==> src/rtl/mem_requester.sv <==
`default_nettype none
// ----------------------------------------------------------------------------
// mem_requester : initiator-side access unit between datapath and memory, with
//                 a one-entry pending buffer. Optional timeout abort is built
//                 when MEM_REQ_TIMEOUT_EN is defined.
// Revision      : 1.0
// ----------------------------------------------------------------------------
module mem_requester #(
  parameter int ramWidth      = 8,
  parameter int addrSize      = 8,
  parameter int timeoutCycles = 64
) (
  input  logic                clk,
  input  logic                clrN,
  input  logic                reqValid,
  output logic                reqReady,
  input  logic                reqWrite,
  input  logic                reqIndirect,
  input  logic [addrSize-1:0] reqAddr,
  input  logic [ramWidth-1:0] reqData,
  output logic                rspValid,
  output logic [ramWidth-1:0] rspData,
  output logic                rspErr,
  output logic                busy,
  output logic [1:0]          memCntrl,
  output logic [addrSize-1:0] memAddr,
  output logic [ramWidth-1:0] memData,
  output logic                memIndirect,
  input  logic [ramWidth-1:0] memRdData,
  input  logic                memDataReady
);

  typedef struct packed {
    logic                write;
    logic                indirect;
    logic [addrSize-1:0] addr;
    logic [ramWidth-1:0] data;
  } req_t;

  typedef enum logic [1:0] {
    IDLE   = 2'd0,
    ACCESS = 2'd1,
    DONE   = 2'd2
  } state_t;

  state_t              state_q, state_d;
  req_t                act_q, act_d;
  req_t                pend_q, pend_d;
  req_t                new_req;
  logic                pend_valid_q, pend_valid_d;
  logic [ramWidth-1:0] rsp_data_q, rsp_data_d;
  logic                accept;

`ifdef MEM_REQ_TIMEOUT_EN
  localparam int CntW = $clog2(timeoutCycles + 1);
  logic [CntW-1:0] cnt_q, cnt_d;
  logic            rsp_err_q, rsp_err_d;
`else
  logic unused_timeout;
  assign unused_timeout = (timeoutCycles > 0);
`endif

  assign new_req  = {reqWrite, reqIndirect, reqAddr, reqData};
  assign reqReady = ~pend_valid_q;
  assign accept   = reqValid & reqReady;
  assign busy     = (state_q != IDLE) | pend_valid_q;
  assign rspValid = (state_q == DONE);
  assign rspData  = rsp_data_q;

  // Memory port is driven straight from state and active registers so an
  // asynchronous reset returns the cache controller to idle immediately.
  assign memCntrl    = (state_q == ACCESS) ? (act_q.write ? 2'b10 : 2'b01) : 2'b00;
  assign memAddr     = act_q.addr;
  assign memData     = act_q.data;
  assign memIndirect = (state_q == ACCESS) & act_q.indirect & ~act_q.write;

`ifdef MEM_REQ_TIMEOUT_EN
  assign rspErr = rsp_err_q;
`else
  assign rspErr = 1'b0;
`endif

  always_ff @(posedge clk or negedge clrN) begin
    if (!clrN) begin
      state_q      <= IDLE;
      act_q        <= '0;
      pend_q       <= '0;
      pend_valid_q <= 1'b0;
      rsp_data_q   <= '0;
`ifdef MEM_REQ_TIMEOUT_EN
      cnt_q        <= '0;
      rsp_err_q    <= 1'b0;
`endif
    end else begin
      state_q      <= state_d;
      act_q        <= act_d;
      pend_q       <= pend_d;
      pend_valid_q <= pend_valid_d;
      rsp_data_q   <= rsp_data_d;
`ifdef MEM_REQ_TIMEOUT_EN
      cnt_q        <= cnt_d;
      rsp_err_q    <= rsp_err_d;
`endif
    end
  end

  always_comb begin
    state_d      = state_q;
    act_d        = act_q;
    pend_d       = pend_q;
    pend_valid_d = pend_valid_q;
    rsp_data_d   = rsp_data_q;
`ifdef MEM_REQ_TIMEOUT_EN
    cnt_d        = cnt_q;
    rsp_err_d    = rsp_err_q;
`endif

    // Any accept outside IDLE parks the request; reqReady guarantees the slot is free.
    if (accept && (state_q != IDLE)) begin
      pend_d       = new_req;
      pend_valid_d = 1'b1;
    end

    case (state_q)
      IDLE: begin
        if (pend_valid_q) begin
          act_d        = pend_q;
          pend_valid_d = 1'b0;
          state_d      = ACCESS;
        end else if (accept) begin
          act_d   = new_req;
          state_d = ACCESS;
        end
      end
      ACCESS: begin
        if (memDataReady) begin
          rsp_data_d = act_q.write ? '0 : memRdData;
`ifdef MEM_REQ_TIMEOUT_EN
          rsp_err_d  = 1'b0;
`endif
          state_d    = DONE;
        end
`ifdef MEM_REQ_TIMEOUT_EN
        else begin
          cnt_d = cnt_q + CntW'(1);
          if (cnt_q == CntW'(timeoutCycles - 1)) begin
            rsp_data_d = '0;
            rsp_err_d  = 1'b1;
            state_d    = DONE;
          end
        end
`endif
      end
      DONE: begin
        if (pend_valid_q) begin
          act_d        = pend_q;
          pend_valid_d = 1'b0;
          state_d      = ACCESS;
        end else begin
          state_d = IDLE;
        end
      end
      default: state_d = IDLE;
    endcase

`ifdef MEM_REQ_TIMEOUT_EN
    if ((state_d == ACCESS) && (state_q != ACCESS)) begin
      cnt_d = '0;
    end
`endif
  end

endmodule
`default_nettype wire

==> config.mk <==
export PLATFORM = sky130hd
export DESIGN_NAME = mem_requester
export DESIGN_NICKNAME = d
export VERILOG_FILES = /design/src/rtl/mem_requester.sv
export SDC_FILE = /design/constraint.sdc
export NUM_CORES = 1
export LEC_CHECK = 0
export CORE_MARGIN = 5
export CORE_UTILIZATION = 51
export DETAILED_ROUTE_END_ITERATION = 6
export DONT_BUFFER_PORTS = 1
export MAX_ROUTING_LAYER = met4
export PLACE_DENSITY_LB_ADDON = 0.08
export SLEW_MARGIN = 0
export SYNTH_ARGS = -nofsm -noshare
export SYNTH_HDL_FRONTEND = slang
export SYNTH_SLANG_ARGS = --single-unit
==> constraint.sdc <==
create_clock -name clk -period 2.25 [get_ports clk]
set_input_delay 0.3375 -clock clk [delete_from_list [all_inputs] [get_ports clk]]
set_output_delay 0.3375 -clock clk [all_outputs]
set_load 0.02 [all_outputs]
## Word-level counts from Yosys, hierarchy flattened

Cells that the tools add are included.

| cells by class | value |
|---|---|
| equal/unequal tests | 5 |
| mux-type cells | 15 |
| bitwise gates (word level) | 6 |
| reduce and logical (&&, ||, !) cells | 8 |

Operator list:

| operator | count |
|---|---|
| $mux 18 | 3 |
| $pmux 18 s2 | 1 |
| $mux 2 | 5 |
| $mux 8 | 1 |
| $pmux 2 s3 | 1 |
| $mux 1 | 4 |
| $reduce_and 2->1 | 2 |
| $reduce_bool 2->1 | 2 |
| $and 1x1->1 | 3 |
| $ne 3x3->1 const B | 1 |
| $reduce_and 3->1 | 1 |
| $eq 2x1->1 const B | 1 |
| $eq 2x2->1 const B | 1 |
| $logic_not 2->1 | 1 |
| $ne 2x1->1 const B | 1 |
| $ne 2x2->1 const B | 1 |
| $not 1->1 | 2 |
| $reduce_or 2->1 | 1 |
| $logic_and 1x1->1 | 1 |
| $or 1x1->1 | 1 |

| storage, ports and cells | value |
|---|---|
| flip-flop bits (word level) | 47 |
| input bits | 30 |
| output and inout bits | 31 |
| word-level logic and storage cells | 45 |

## Logic depth before layout (Yosys ltp)

| depth | value |
|---|---|
| word-level depth | 6 |
| gate-level depth with buffers | 5 |
| mapped depth without buffers | 3 |

## Worst setup path before layout

OpenSTA, ideal clock, no wires.

| path | value |
|---|---|
| path type | reg2out |
| start point | register state_q[1] |
| end point | output port memIndirect |
| arrival time | 1.427 ns |
| required time | 1.913 ns |
| slack | 0.486 ns |
| stages on the path, launching flop included | 4 |
| buffers on the path | 1 |
| path through | dfrtp_1 buf_6 nor3b_1 and2_1 |

| on the way | value |
|---|---|
| word-level cells in the longest chain between the ends | 3 |

Ends and longest elaborated chain:

| item | line | text |
|---|---|---|
| start, declared | 46 | `state_t state_q, state_d;` |
| start signal, assigned | 95 | `state_q <= state_d;` |
| $eq 2x1->1 | 75 | `assign memIndirect = (state_q == ACCESS) & act_q.indirect & ~act_q.write;` |
| $and 1x1->1 (2 in a row) | 75 |  |
| end, declared | 28 | `output logic memIndirect,` |

Every way passes these cells.

## Worst setup path after layout

Ends and elaborated chain as after synthesis.

==> impl_metrics.env <==
export IMPL_status="complete, no violations"
export IMPL_cts_sinks=47
export IMPL_wl_um=3766
export IMPL_grt_max_degree=48
export IMPL_min_to="pend_valid_q$_DFF_PN0_"
export IMPL_worstMarginPinSlew_ns=0.5478
export IMPL_dp_hpwl_um=2625
export IMPL_cts_hold_buf=2
export IMPL_grt_pass1_wl_um=6327
export IMPL_cts_root_buf="clkbuf_8"
export IMPL_cts_tree="yes"
export IMPL_critical_path_required_ns=1.91
export IMPL_avgSynthCellArea_um2=14.87
export IMPL_ir_drop_v=0.0005463
export IMPL_timing_setup_tns_ns=0
export IMPL_cp_start_kind="flop"
export IMPL_p_leak_nw=1.039
export IMPL_ys_flop_type="dfrtp_1"
export IMPL_grt_pass1_vias=1180
export IMPL_grt_overflow=0
export IMPL_ff2ff_setup_slack_ns=0.50
export IMPL_fmax_mhz=565.4
export IMPL_layout_commonest_cell="dfrtp_1"
export IMPL_crit_fanout=8
export IMPL_grt_usage_pct=13.93
export IMPL_setup_viol=0
export IMPL_synthToLayoutAreaGrowth_pct=1.107
export IMPL_drv_slew=0
export IMPL_yosys_warnings=0
export IMPL_placed_area_um2=2148
export IMPL_hp_class="input port to flop"
export IMPL_drive_above_1_share_pct=42.96
export IMPL_wl_per_cell_um=19.41
export IMPL_min_path_cells=2
export IMPL_hold_start="reqValid"
export IMPL_final_nets=171
export IMPL_drt_iter0_drc=54
export IMPL_cap_viol_max_count=0
export IMPL_worstSetupPathType="flop to output pin"
export IMPL_htree_levels=2
export IMPL_num_antenna_cells=0
export IMPL_ant_nets=0
export IMPL_avgViaCountPerCell=5.552
export IMPL_synth_seq_cells=47
export IMPL_numCtsBuffers=5
export IMPL_portBuffers=0
export IMPL_synth_area_um2=2261
export IMPL_synthesis_nets=182
export IMPL_post_route_drc_count=0
export IMPL_clockBufferDepth=2
export IMPL_dp_worst_setup_slack_ns=0.4881
export IMPL_first_pass_iters=4
export IMPL_row_count=24
export IMPL_place_congestion=0.7034
export IMPL_antenna_found_initial=0
export IMPL_syn_inst=152
export IMPL_fin_hold_ws_ns=0.1708
export IMPL_p_total_mw=3.762
export IMPL_fin_area_um2=2286
export IMPL_final_cells=194
export IMPL_rsz0062_at_grt="no"
export IMPL_fin_util_pct=52.86
export IMPL_synth_edff_count=0
export IMPL_ctsResizeCount=0
export IMPL_io_pin_count=61
export IMPL_finalWorstSetupSlack_ns=0.4812
export IMPL_period_share_pct=78.61
export IMPL_worstPathArrival_ns=1.43
export IMPL_rr_endpoint="memAddr[3]$_DFFE_PN0P_"
export IMPL_core_um2=4324
export IMPL_cts_setup_buffers=0
export IMPL_slew_headroom_pct=63.39
export IMPL_via_count=1077
export IMPL_insertion_delay_ns=0.29
export IMPL_synthDistinctLibCells=23
export IMPL_r2r_start="state_q[1]$_DFFE_PN0P_"
export IMPL_fp_dieH_um=76.58
export IMPL_final_cell_mix="47 x dfrtp_1, 27 x mux2_2, 19 x mux2_4"
export IMPL_start_util_pct=52.29
export IMPL_async_reset_ff_share_pct=100.0
export IMPL_finalHoldViolCount=0
export IMPL_design_die_area_um2=5865
export IMPL_r2r_cells=3
export IMPL_clk_pin_slew_ns=0.08
export IMPL_die_w_um=76.58
export IMPL_final_min_clock_period_ns=1.769
export IMPL_end_kind="output pin"
export IMPL_p_per_area_nw_per_um2=1646
export IMPL_dp_cells=184
export IMPL_skew_ns=0.003011
export IMPL_ys_seq_area_share_pct=52.02
## metal layers
layer	global-route usage (%)	vias to the layer above	wire length [um]
met3	5.674	4	306
li1	-	486	-
met2	21.40	36	1867
met4	4.196	0	41
met1	16.82	551	1550
met5	-	-	0
## layout make-up
class	count	area [um2]
inverters	3	11.26
flip-flops and latches	47	1176
fillers	393	2038
well taps	52	65.06
repair buffers	5	60.06
multi-input cells	79	873.3
clock buffers	8	100.1
## flip-flops by register name, indices dropped and copies added (netlist names)
name and cells:
act_q 2, memAddr 8, memData 8, pend_q 18
pend_valid_q 1, rspData 8, state_q 2
## cell usage after synthesis, drive strengths merged (2+ instances only)
master   n  area [um2]
a21oi    2       21.27
a22o     8       70.07
and2     3       18.77
buf     23       200.2
dfrtp   47        1176
inv      3       11.26
mux2    54       679.4
nor2     3       18.77
nor2b    2       12.51
## power breakdown
group | switching [mW] | internal, mW | leakage [nW]
clock network | 0.261 | 0.280 | 0.0515
logic | 0.538 | 0.854 | 0.421
registers | 0.556 | 1.27 | 0.567
total | 1.36 | 2.41 | 1.04
## critical path, stage by stage (launching register included)
cell     delay (ns)
dfrtp_1        0.48
nor3b_1        0.23
buf_4          0.18
and2_1         0.25
## how the worst max path moves through the flow
stage | startpoint | to | cells past startpoint
after floorplan | state_q[1]$_DFFE_PN0P_ | memIndirect | 3
after global placement | state_q[1]$_DFFE_PN0P_ | memAddr[3]$_DFFE_PN0P_ | 3
after detailed placement | state_q[1]$_DFFE_PN0P_ | memAddr[4]$_DFFE_PN0P_ | 4
after CTS | state_q[1]$_DFFE_PN0P_ | memIndirect | 3
after global routing | state_q[0]$_DFFE_PN0P_ | memIndirect | 3
final | state_q[1]$_DFFE_PN0P_ | memIndirect | 3
## logic make-up after synthesis
logic type / share of synthesized area [%]
AOI/OAI and AO/OA: 4.815
DFF: 52.02
other: 0.1659
and+or+nand+nor: 3.597
muxes: 30.05
buffers and inverters: 9.352
Power figures use the tool's default switching activity.
